**config.mk**
```make
export PLATFORM = sky130hd
export DESIGN_NAME = demux4_router
export DESIGN_NICKNAME = d
export VERILOG_FILES = /design/src/rtl/demux4_router.sv
export SDC_FILE = /design/constraint.sdc
export NUM_CORES = 1
export LEC_CHECK = 0
export ABC_AREA = 1
export BUFFER_PORTS_ARGS = -buffer_cell sky130_fd_sc_hd__buf_2
export CAP_MARGIN = 20
export CORE_AREA = 5 5 71 121
export DETAILED_ROUTE_END_ITERATION = 8
export DIE_AREA = 0 0 76 126
export PLACE_DENSITY = 0.7
export REMOVE_ABC_BUFFERS = 1
export SYNTH_ARGS = -nofsm -noshare
export SYNTH_HDL_FRONTEND = slang
export SYNTH_SLANG_ARGS = --single-unit
```
**constraint.sdc**
```tcl
create_clock -name clk -period 2.1 [get_ports clk]
set_input_delay 0.21 -clock clk [delete_from_list [all_inputs] [get_ports clk]]
set_output_delay 0.21 -clock clk [all_outputs]
set_load 0.1 [all_outputs]
```
**src/rtl/demux4_router.sv**
```systemverilog
// demux4_router: 1-to-4 demultiplexer steering one valid/ready input stream into four per-channel FIFOs.
// Latency: a word accepted at edge N shows on out_valid/out_data after edge N when its FIFO was empty. There is no bypass.
// Backpressure: in_ready = ~full[in_s] and comes only from registered counts. A stalled channel blocks only words for that channel.
// Ports: clk, rst (sync, active-high) | in_valid/in_ready/in_data/in_s (input stream, in_s = channel)
//        out_valid[3:0]/out_ready[3:0]/out_data[4*DATA_W] (channel k on [k*DATA_W +: DATA_W]) | full[3:0]
// Optional macro DEMUX4_ROUTER_STAT_EN adds stat_cnt[63:0]: a 16-bit accepted-word counter per channel.

module demux4_router_fifo #(
  parameter int W     = 8,
  parameter int DEPTH = 2
) (
  input  logic                         clk,
  input  logic                         rst,
  input  logic                         push_i,
  input  logic [W-1:0]                 dat_i,
  input  logic                         pop_i,
  output logic [W-1:0]                 head_o,
  output logic [$clog2(DEPTH+1)-1:0]   cnt_o
);
  // Generic per-channel FIFO. The caller gates push with ~full and pop with valid.
  localparam int PW = (DEPTH > 1) ? $clog2(DEPTH) : 1;
  localparam int CW = $clog2(DEPTH+1);

  logic [W-1:0]  mem_q [DEPTH];
  logic [PW-1:0] rd_q, wr_q;
  logic [CW-1:0] cnt_q, cnt_d;

  always_comb begin
    cnt_d = cnt_q;
    case ({push_i, pop_i})
      2'b10:   cnt_d = cnt_q + CW'(1);
      2'b01:   cnt_d = cnt_q - CW'(1);
      default: cnt_d = cnt_q;
    endcase
  end

  always_ff @(posedge clk) begin
    if (rst) begin
      for (int i = 0; i < DEPTH; i++) mem_q[i] <= '0;
      rd_q  <= '0;
      wr_q  <= '0;
      cnt_q <= '0;
    end else begin
      if (push_i) begin
        mem_q[wr_q] <= dat_i;
        wr_q        <= wr_q + PW'(1);  // DEPTH is a power of two, so the pointer wraps on its own
      end
      if (pop_i) rd_q <= rd_q + PW'(1);
      cnt_q <= cnt_d;
    end
  end

  assign head_o = mem_q[rd_q];
  assign cnt_o  = cnt_q;
endmodule

module demux4_router #(
  parameter int DATA_W = 8,
  parameter int DEPTH  = 2
) (
  input  logic                  clk,
  input  logic                  rst,
  input  logic                  in_valid,
  output logic                  in_ready,
  input  logic [DATA_W-1:0]     in_data,
  input  logic [1:0]            in_s,
  output logic [3:0]            out_valid,
  input  logic [3:0]            out_ready,
  output logic [4*DATA_W-1:0]   out_data,
  output logic [3:0]            full
`ifdef DEMUX4_ROUTER_STAT_EN
  ,
  output logic [63:0]           stat_cnt
`endif
);
  localparam int CW = $clog2(DEPTH+1);

  logic [3:0] push, pop;
  logic       accept;

  // in_ready looks only at the registered full flag of the selected channel.
  // This keeps out_ready off the input timing path.
  assign in_ready = ~full[in_s];
  assign accept   = in_valid & in_ready;

  for (genvar k = 0; k < 4; k++) begin : g_ch
    logic [CW-1:0] cnt;

    assign push[k] = accept & (in_s == 2'(k));
    assign pop[k]  = out_valid[k] & out_ready[k];

    demux4_router_fifo #(.W(DATA_W), .DEPTH(DEPTH)) u_fifo (
      .clk    (clk),
      .rst    (rst),
      .push_i (push[k]),
      .dat_i  (in_data),
      .pop_i  (pop[k]),
      .head_o (out_data[k*DATA_W +: DATA_W]),
      .cnt_o  (cnt)
    );

    assign out_valid[k] = (cnt != '0);
    assign full[k]      = (cnt == CW'(DEPTH));
  end

`ifdef DEMUX4_ROUTER_STAT_EN
  logic [15:0] stat_q [4];

  always_ff @(posedge clk) begin
    if (rst) begin
      for (int i = 0; i < 4; i++) stat_q[i] <= '0;
    end else begin
      for (int i = 0; i < 4; i++)
        if (push[i]) stat_q[i] <= stat_q[i] + 16'd1;  // wraps FFFF -> 0
    end
  end

  assign stat_cnt = {stat_q[3], stat_q[2], stat_q[1], stat_q[0]};
`endif
endmodule

```
==> results.yml, run 1 <==
final_layout:
  nets: 417
  antennaDiodeCount: 0
  layout-drive-gt1-share_pct: 32.2
  fillCellCount: 621
  areaGrowthSynthToFinish_pct: 20.1
routing:
  routedWlPerCell_um: 15.5
  drt_pass1_iterations: 4
  drc: 0
  initialDrtViolationCount: 174
  ant_nets: 0
  vias_per_cell: 5.17
  routed_wl_um: 7590
  vias: 2528
sta:
  min_period_ns: 1.99
  period_share_pct: 95.0
  tightestPinTransition_ns: 0.551
  fin_ws_ns: 0.106
  setup_viol: 0
  setup_tns_ns: 0
  final_hold_viol_count: 0
  max_freq_mhz: 502
  skew_ns: 0.00636
  drv_slew: 0
  slew_headroom_pct: 63.2
clock_tree:
  clkLatencyLatePin_ns: 0.34
  htree_levels: 3
  cts_inserted_buffers: 9
  cts_tree: "built"
  cts-root-buf: "clkbuf_16"
  clk_pin_slew_worst_paths_ns: 0.06
  cts.sinks: 84
  cts_max_path_buffers: 2
placement:
  dp_slack_ns: 0.174
  place_hpwl_um: 5510
  place_congestion: 0.857
  numPortBuffers: 57
critical_path:
  cp.required_ns: 2.33
  cp-end-kind: "register"
  cp_max_fo: 5
  reg2reg_depth: 12
  worstSetupStartpointType: "register"
  path_class: "register to register"
  cp.arrival_ns: 2.22
job:
  cap_violations: 0
global_route:
  grtUsageTotal_pct: 16.6
  grt_overflow_total: 0
  grt_pass1_vias: 2524
  grt_max_degree: 18
  antenna_found_initial: 0
  grt_pass1_wl_um: 12300
power_and_ir_drop:
  p_leak_uw: 0.00194
  ir_worst_vdd_v: 0.000856
  p_per_area_nw_per_um2: 1130
  finalPower_uw: 4930
yosys:
  syn-cell-area_um2: 3640
  ys_types: 18
  syn-instance-count: 328
  ys_warn_count: 0
  avgSynthCellArea_um2: 11.1
  synth_seq_cells: 84
  synth-seq-area-share_pct: 63.8
status:
  outcome: "complete, no violations"
floorplan:
  row_count: 42
  dieArea_um2: 9580
  fp.dieH_um: 126
  die_x_um: 76
  initial_core_util_pct: 48.4
  coreArea_um2: 7510
  ios: 58
hold_path:
  whs_path_depth: 4
  hp-class: "input port to register"
-- logic make-up after synthesis --
group,count (synthesis),share of synthesized area (%)
compound gates,29,3.99
xor+xnor,4,0.963
fa+ha+maj,4,1.38
buf+inv,39,4.02
flops,84,63.8
mux,32,9.90
simple gates,136,15.9
-- worst max-delay path, stage by stage, from the launching register on --
cell	delay, ns
dfxtp_1	0.42
inv_1	0.08
nand2_1	0.06
nor2_1	0.05
nor2_1	0.15
nand3_1	0.14
nor2_2	0.18
inv_1	0.07
ha_1	0.32
a21oi_2	0.12
o21ai_1	0.09
o21ai_0	0.16
a21oi_1	0.05
-- where the power goes --
part	switching, uW	leakage, uW	internal, uW
Sequential	93.2	0.000828	1910
Clock	623	0.000145	915
Combinational	1130	0.000969	265
Total	1840	0.00194	3090
-- cells in the mapped netlist --
cell type  count  share of area, %
nor2_1        70               7.2
edfxtp_1      64                53
mux2_2        32               9.9
nand2_1       32               3.3
inv_1         29               3.0
dfxtp_1       20                11
a21oi_1       16               2.2
nor3_1        16               2.2
o21ai_0       13               1.8
clkbuf_1       9              0.93
nand3_1        7              0.96
nand2_2        6               1.0
ha_1           4               1.4
xor2_1         4              0.96
nand4_1        2              0.34
nand4_2        2              0.69
inv_2          1              0.10
nor2_2         1              0.17
-- layout make-up --
type / count / area [um^2] / area share [%]
timing repair buffer: 66 / 353 / 8.08
clock buffer: 9 / 225 / 5.15
sequential: 84 / 2320 / 53.2
clock inverter: 7 / 66.3 / 1.52
tap: 88 / 110 / 2.52
inverter: 30 / 113 / 2.58
multi-input combinational: 205 / 1180 / 27.0
-- state kept, by name, summed over array words and instances (netlist names), named ones only --
signal and flops:
g_ch.u_fifo.rd_q 4, g_ch.u_fifo.wr_q 4, g_ch.u_fifo.mem_q 64, g_ch.u_fifo.cnt_o 8
-- routing by layer --
| metal | global-route usage (%) | wire length [um] |
|---|---|---|
| met1 | 17.9 | 2830 |
| met4 | 9.33 | 235 |
| met3 | 4.43 | 407 |
| met5 | 0 | 0 |
| met2 | 28.9 | 4110 |
-- worst paths after layout --
check / from / to / slack (ns)
hold reg to reg: g_ch[3].u_fifo.rd_q$_SDFFE_PP0P_ / g_ch[3].u_fifo.rd_q$_SDFFE_PP0P_ / 0.46
setup reg to reg: g_ch[3].u_fifo.cnt_o[0]$_SDFFE_PP0P_ / g_ch[3].u_fifo.cnt_o[1]$_SDFFE_PP0P_ / 0.11
hold / removal: out_ready[3] / g_ch[3].u_fifo.rd_q$_SDFFE_PP0P_ / 0.21
setup / recovery: g_ch[3].u_fifo.cnt_o[0]$_SDFFE_PP0P_ / g_ch[3].u_fifo.cnt_o[1]$_SDFFE_PP0P_ / 0.11
-- placed cells by master (no fill, tap or decap) --
| cell | netlist | layout |
|---|---|---|
| nor3_1 | 16 | 16 |
| xor2_1 | 4 | 4 |
| nand3_1 | 7 | 7 |
| nand4_2 | 2 | 2 |
| nand2_2 | 6 | 6 |
| a21oi_1 | 16 | 15 |
| dfxtp_1 | 20 | 19 |
| inv_6 | 0 | 1 |
| inv_2 | 1 | 2 |
| nand2_1 | 32 | 32 |
| clkinv_2 | 0 | 4 |
| buf_2 | 0 | 57 |
| a21oi_2 | 0 | 1 |
| bufinv_16 | 0 | 1 |
| o21ai_0 | 13 | 12 |
| dfxtp_2 | 0 | 1 |
| nor2_2 | 1 | 3 |
| clkinvlp_4 | 0 | 1 |
| ha_1 | 4 | 4 |
| mux2_2 | 32 | 32 |
| nand4_1 | 2 | 2 |
| buf_4 | 0 | 9 |
| edfxtp_1 | 64 | 64 |
| inv_1 | 29 | 28 |
| nor2_1 | 70 | 68 |
| o21ai_1 | 0 | 1 |
| clkbuf_16 | 0 | 9 |
-- through the flow --
stage          util [%]  hold slack, ns  cell area, um^2  std cells
3_5_place_dp       54.0           0.444             4060        472
2_1_floorplan         -           0.282             3600        319
6_report           58.1           0.210             4370        489
5_1_grt            58.1           0.234             4370        489
3_3_place_gp       54.0           0.435             4060        472
4_1_cts            57.9           0.198             4350        488
-- timing repair --
action,in CTS,in global routing
hold endpoints to repair,0,0
resized for setup,0,6
hold buffers,0,0
setup buffers,0,1
setup endpoints to repair,0,2
No activity file was read; power rests on OpenSTA's default activity.
==> run 2, diff against run 1 <==
--- a/config.mk
+++ b/config.mk
@@ -8,11 +8,13 @@
 export ABC_AREA = 1
 export BUFFER_PORTS_ARGS = -buffer_cell sky130_fd_sc_hd__buf_2
 export CAP_MARGIN = 20
-export CORE_AREA = 5 5 71 121
+export CORE_AREA = 5 5 74 127
+export CTS_CLUSTER_DIAMETER = 60
 export DETAILED_ROUTE_END_ITERATION = 8
-export DIE_AREA = 0 0 76 126
+export DIE_AREA = 0 0 79 132
 export PLACE_DENSITY = 0.7
 export REMOVE_ABC_BUFFERS = 1
 export SYNTH_ARGS = -nofsm -noshare
 export SYNTH_HDL_FRONTEND = slang
+export SYNTH_HIERARCHICAL = 1
 export SYNTH_SLANG_ARGS = --single-unit
==> run 2 against run 1 <==
Compared with the run above: sequential share of layout area shrank 3.3 points; clock skew hardly changed; total power decreased by 6.9%; first-iteration DRC count fell by 20%; flip-flop and latch count unchanged; cell area increased by 6.7%; register-to-register slack improved by 0.09 ns; critical path depth fell by 2; via count is 3.9% higher; clock power down 5%; final cell count increased by 8.6%; global-route usage fell by 0.99 points; largest cell class unchanged; largest power group unchanged.
==> results.yml, run 2 <==
placement:
  dp_slack_ns: 0.114
  place_congestion: 0.799
  numPortBuffers: 57
  dpl_cell_area_um2: 4370
  place_hpwl_um: 5890
final_layout:
  nets: 455
  multi_input_comb_area_um2: 1400
  fillCellCount: 681
  layout-drive-gt1-share_pct: 32.3
  largest_reg_flops: 64
  seq_area_um2: 2320
  antennaDiodeCount: 0
  post-route-cell-area_um2: 4660
  areaGrowthSynthToFinish_pct: 16.5
  layout_commonest_cell: "nor2_1"
  mostFrequentLayoutCells: "92 x nor2_1, 64 x edfxtp_1, 57 x buf_2, 55 x inv_1, 33 x nand2_1"
  regMostFlops: "g_ch.u_fifo/mem_q"
sta:
  grt_setup_unrepaired: "false"
  period_share_pct: 90.5
  tightestPinTransition_ns: 0.535
  setup_tns_ns: 0
  fin_ws_ns: 0.200
  whs_ns: 0.226
  slew_headroom_pct: 64.3
  final_hold_viol_count: 0
  min_period_ns: 1.90
  drv_slew: 0
  setup_viol: 0
  skew_ns: 0.00599
  max_freq_mhz: 526
hold_path:
  hp-class: "input port to register"
  whs_path_depth: 2
routing:
  vias_per_cell: 4.95
  routedWlPerCell_um: 14.5
  initialDrtViolationCount: 140
  drt_pass1_iterations: 4
  ant_nets: 0
  vias: 2627
  drc: 0
  routed_wl_um: 7710
yosys:
  synth_area_leaders: "edfxtp_1 48%, mux2_4 12%, dfxtp_1 10%, nor2_1 8.8%, inv_1 5.2%"
  synth_edf_count: 64
  syn-instance-count: 368
  synth_top_area_share_pct: 48.0
  synthArstFlopShare_pct: 0
  synth_seq_cells: 84
  synth_most_common_cell: "nor2_1"
  ys_types: 22
  syn-cell-area_um2: 4000
  synth_top_flop_cell: "edfxtp_1"
  synth_top_area_cell: "edfxtp_1"
  synth_common_cells: "94 x nor2_1, 64 x edfxtp_1, 55 x inv_1"
  avgSynthCellArea_um2: 10.9
  ys_warn_count: 6
  synth-seq-area-share_pct: 58.0
power_and_ir_drop:
  p_per_area_nw_per_um2: 984
  finalPower_uw: 4590
  ir_worst_vdd_v: 0.000559
  p_leak_uw: 0.00222
critical_path:
  cp.required_ns: 2.10
  cp.arrival_ns: 1.90
  path_class: "register to register"
  cp_max_fo: 10
  worstSetupStartpointType: "register"
  path_cells: "inv_1 -> nand2_4 -> nor2_1 -> nor2_2 -> nand3_2 -> nor2_2 -> inv_2 -> nor2_4 -> nand2_4 -> nand2_1"
  cp-end-kind: "register"
  crit_path_top_delay_cell: "dfxtp_1"
  reg2reg_depth: 10
  slowest_delay_ns: 0.44
floorplan:
  fp.dieH_um: 132
  coreArea_um2: 8200
  initial_core_util_pct: 48.8
  dieArea_um2: 10400
  die_x_um: 79
  ios: 58
  row_count: 44
clock_tree:
  htree_levels: 3
  cts_tree: "built"
  cts.sinks: 84
  clkLatencyLatePin_ns: 0.33
  cts-root-buf: "clkbuf_16"
  cts_max_path_buffers: 2
  cts_inserted_buffers: 9
  clk_pin_slew_worst_paths_ns: 0.06
global_route:
  grt_max_degree: 14
  antenna_found_initial: 0
  grtUsageTotal_pct: 15.6
  grt_pass1_wl_um: 12400
  grt_overflow_total: 0
  grt_pass1_vias: 2612
job:
  cap_violations: 0
status:
  outcome: "complete, no violations"
## run 2: cell types whose count changed in the layout (fill, tap and decap cells not counted), moves of 5 or more
cell and change:
a21oi_1 -11, mux2_2 -32, nand2_4 +5, buf_4 -7
inv_2 +8, nor3_1 -16, o21ai_0 -8, inv_1 +27
mux2_4 +32, nor2_1 +24, nand3_2 +5
## run 2: area by class of cell
cell class	count	area share, %
tap	92	2.47
timing repair buffer	59	6.44
inverter	65	5.23
clock inverter	4	0.510
clock buffer	12	5.50
sequential	84	49.9
multi-input combinational	215	30.0
## run 2: worst max-delay path: cells and delay by family, from the launching register on
family | cells | cell delay, ns
simple gates | 8 | 0.93
flops | 1 | 0.44
buf+inv | 2 | 0.18
## run 2: timing repair
action	4_1_cts	5_1_grt
gates resized for setup	0	5
hold buffers	0	0
hold endpoints to repair	0	0
endpoints found under the setup margin	0	19
buffers inserted	0	0
## run 2: final timing paths
kind | from | end | slack [ns]
setup / recovery | g_ch[2].u_fifo/cnt_o[0]$_SDFFE_PP0P_ | g_ch[2].u_fifo/mem_q[0][7]$_SDFFCE_PN0P_ | 0.20
hold / removal | rst | register | 0.23
setup reg to reg | g_ch[2].u_fifo/cnt_o[0]$_SDFFE_PP0P_ | g_ch[2].u_fifo/mem_q[0][7]$_SDFFCE_PN0P_ | 0.20
hold reg to reg | g_ch[0].u_fifo/cnt_o[0]$_SDFFE_PP0P_ | g_ch[0].u_fifo/cnt_o[0]$_SDFFE_PP0P_ | 0.50
## run 2: through the flow
stage          cells  utilization (%)
6_report         531             56.8
5_1_grt          531             56.8
4_1_cts          531             56.7
3_3_place_gp     515             53.3
3_5_place_dp     515             53.3
2_1_floorplan    364                -
## run 2: cell families after synthesis
| family | synth area share, % |
|---|---|
| AOI/OAI and AO/OA | 1.75 |
| xor gates and xnor gates | 0.875 |
| adders and majority gates | 1.25 |
| buffers and inverters | 7.22 |
| DFF | 58.0 |
| muxes | 12.0 |
| and+or+nand+nor | 18.9 |
## run 2: where the power goes
group | switching [uW] | internal (uW)
clock network | 599 | 859
logic | 888 | 266
registers | 94.2 | 1890
## run 2: routing by layer
| metal | wire length (um) | up-vias | GRT usage (%) |
|---|---|---|---|
| met5 | 0 | - | 0 |
| met2 | 4170 | 65 | 27.6 |
| met3 | 304 | 12 | 3.69 |
| li1 | - | 1322 | - |
| met4 | 245 | 0 | 7.27 |
| met1 | 2990 | 1228 | 17.3 |
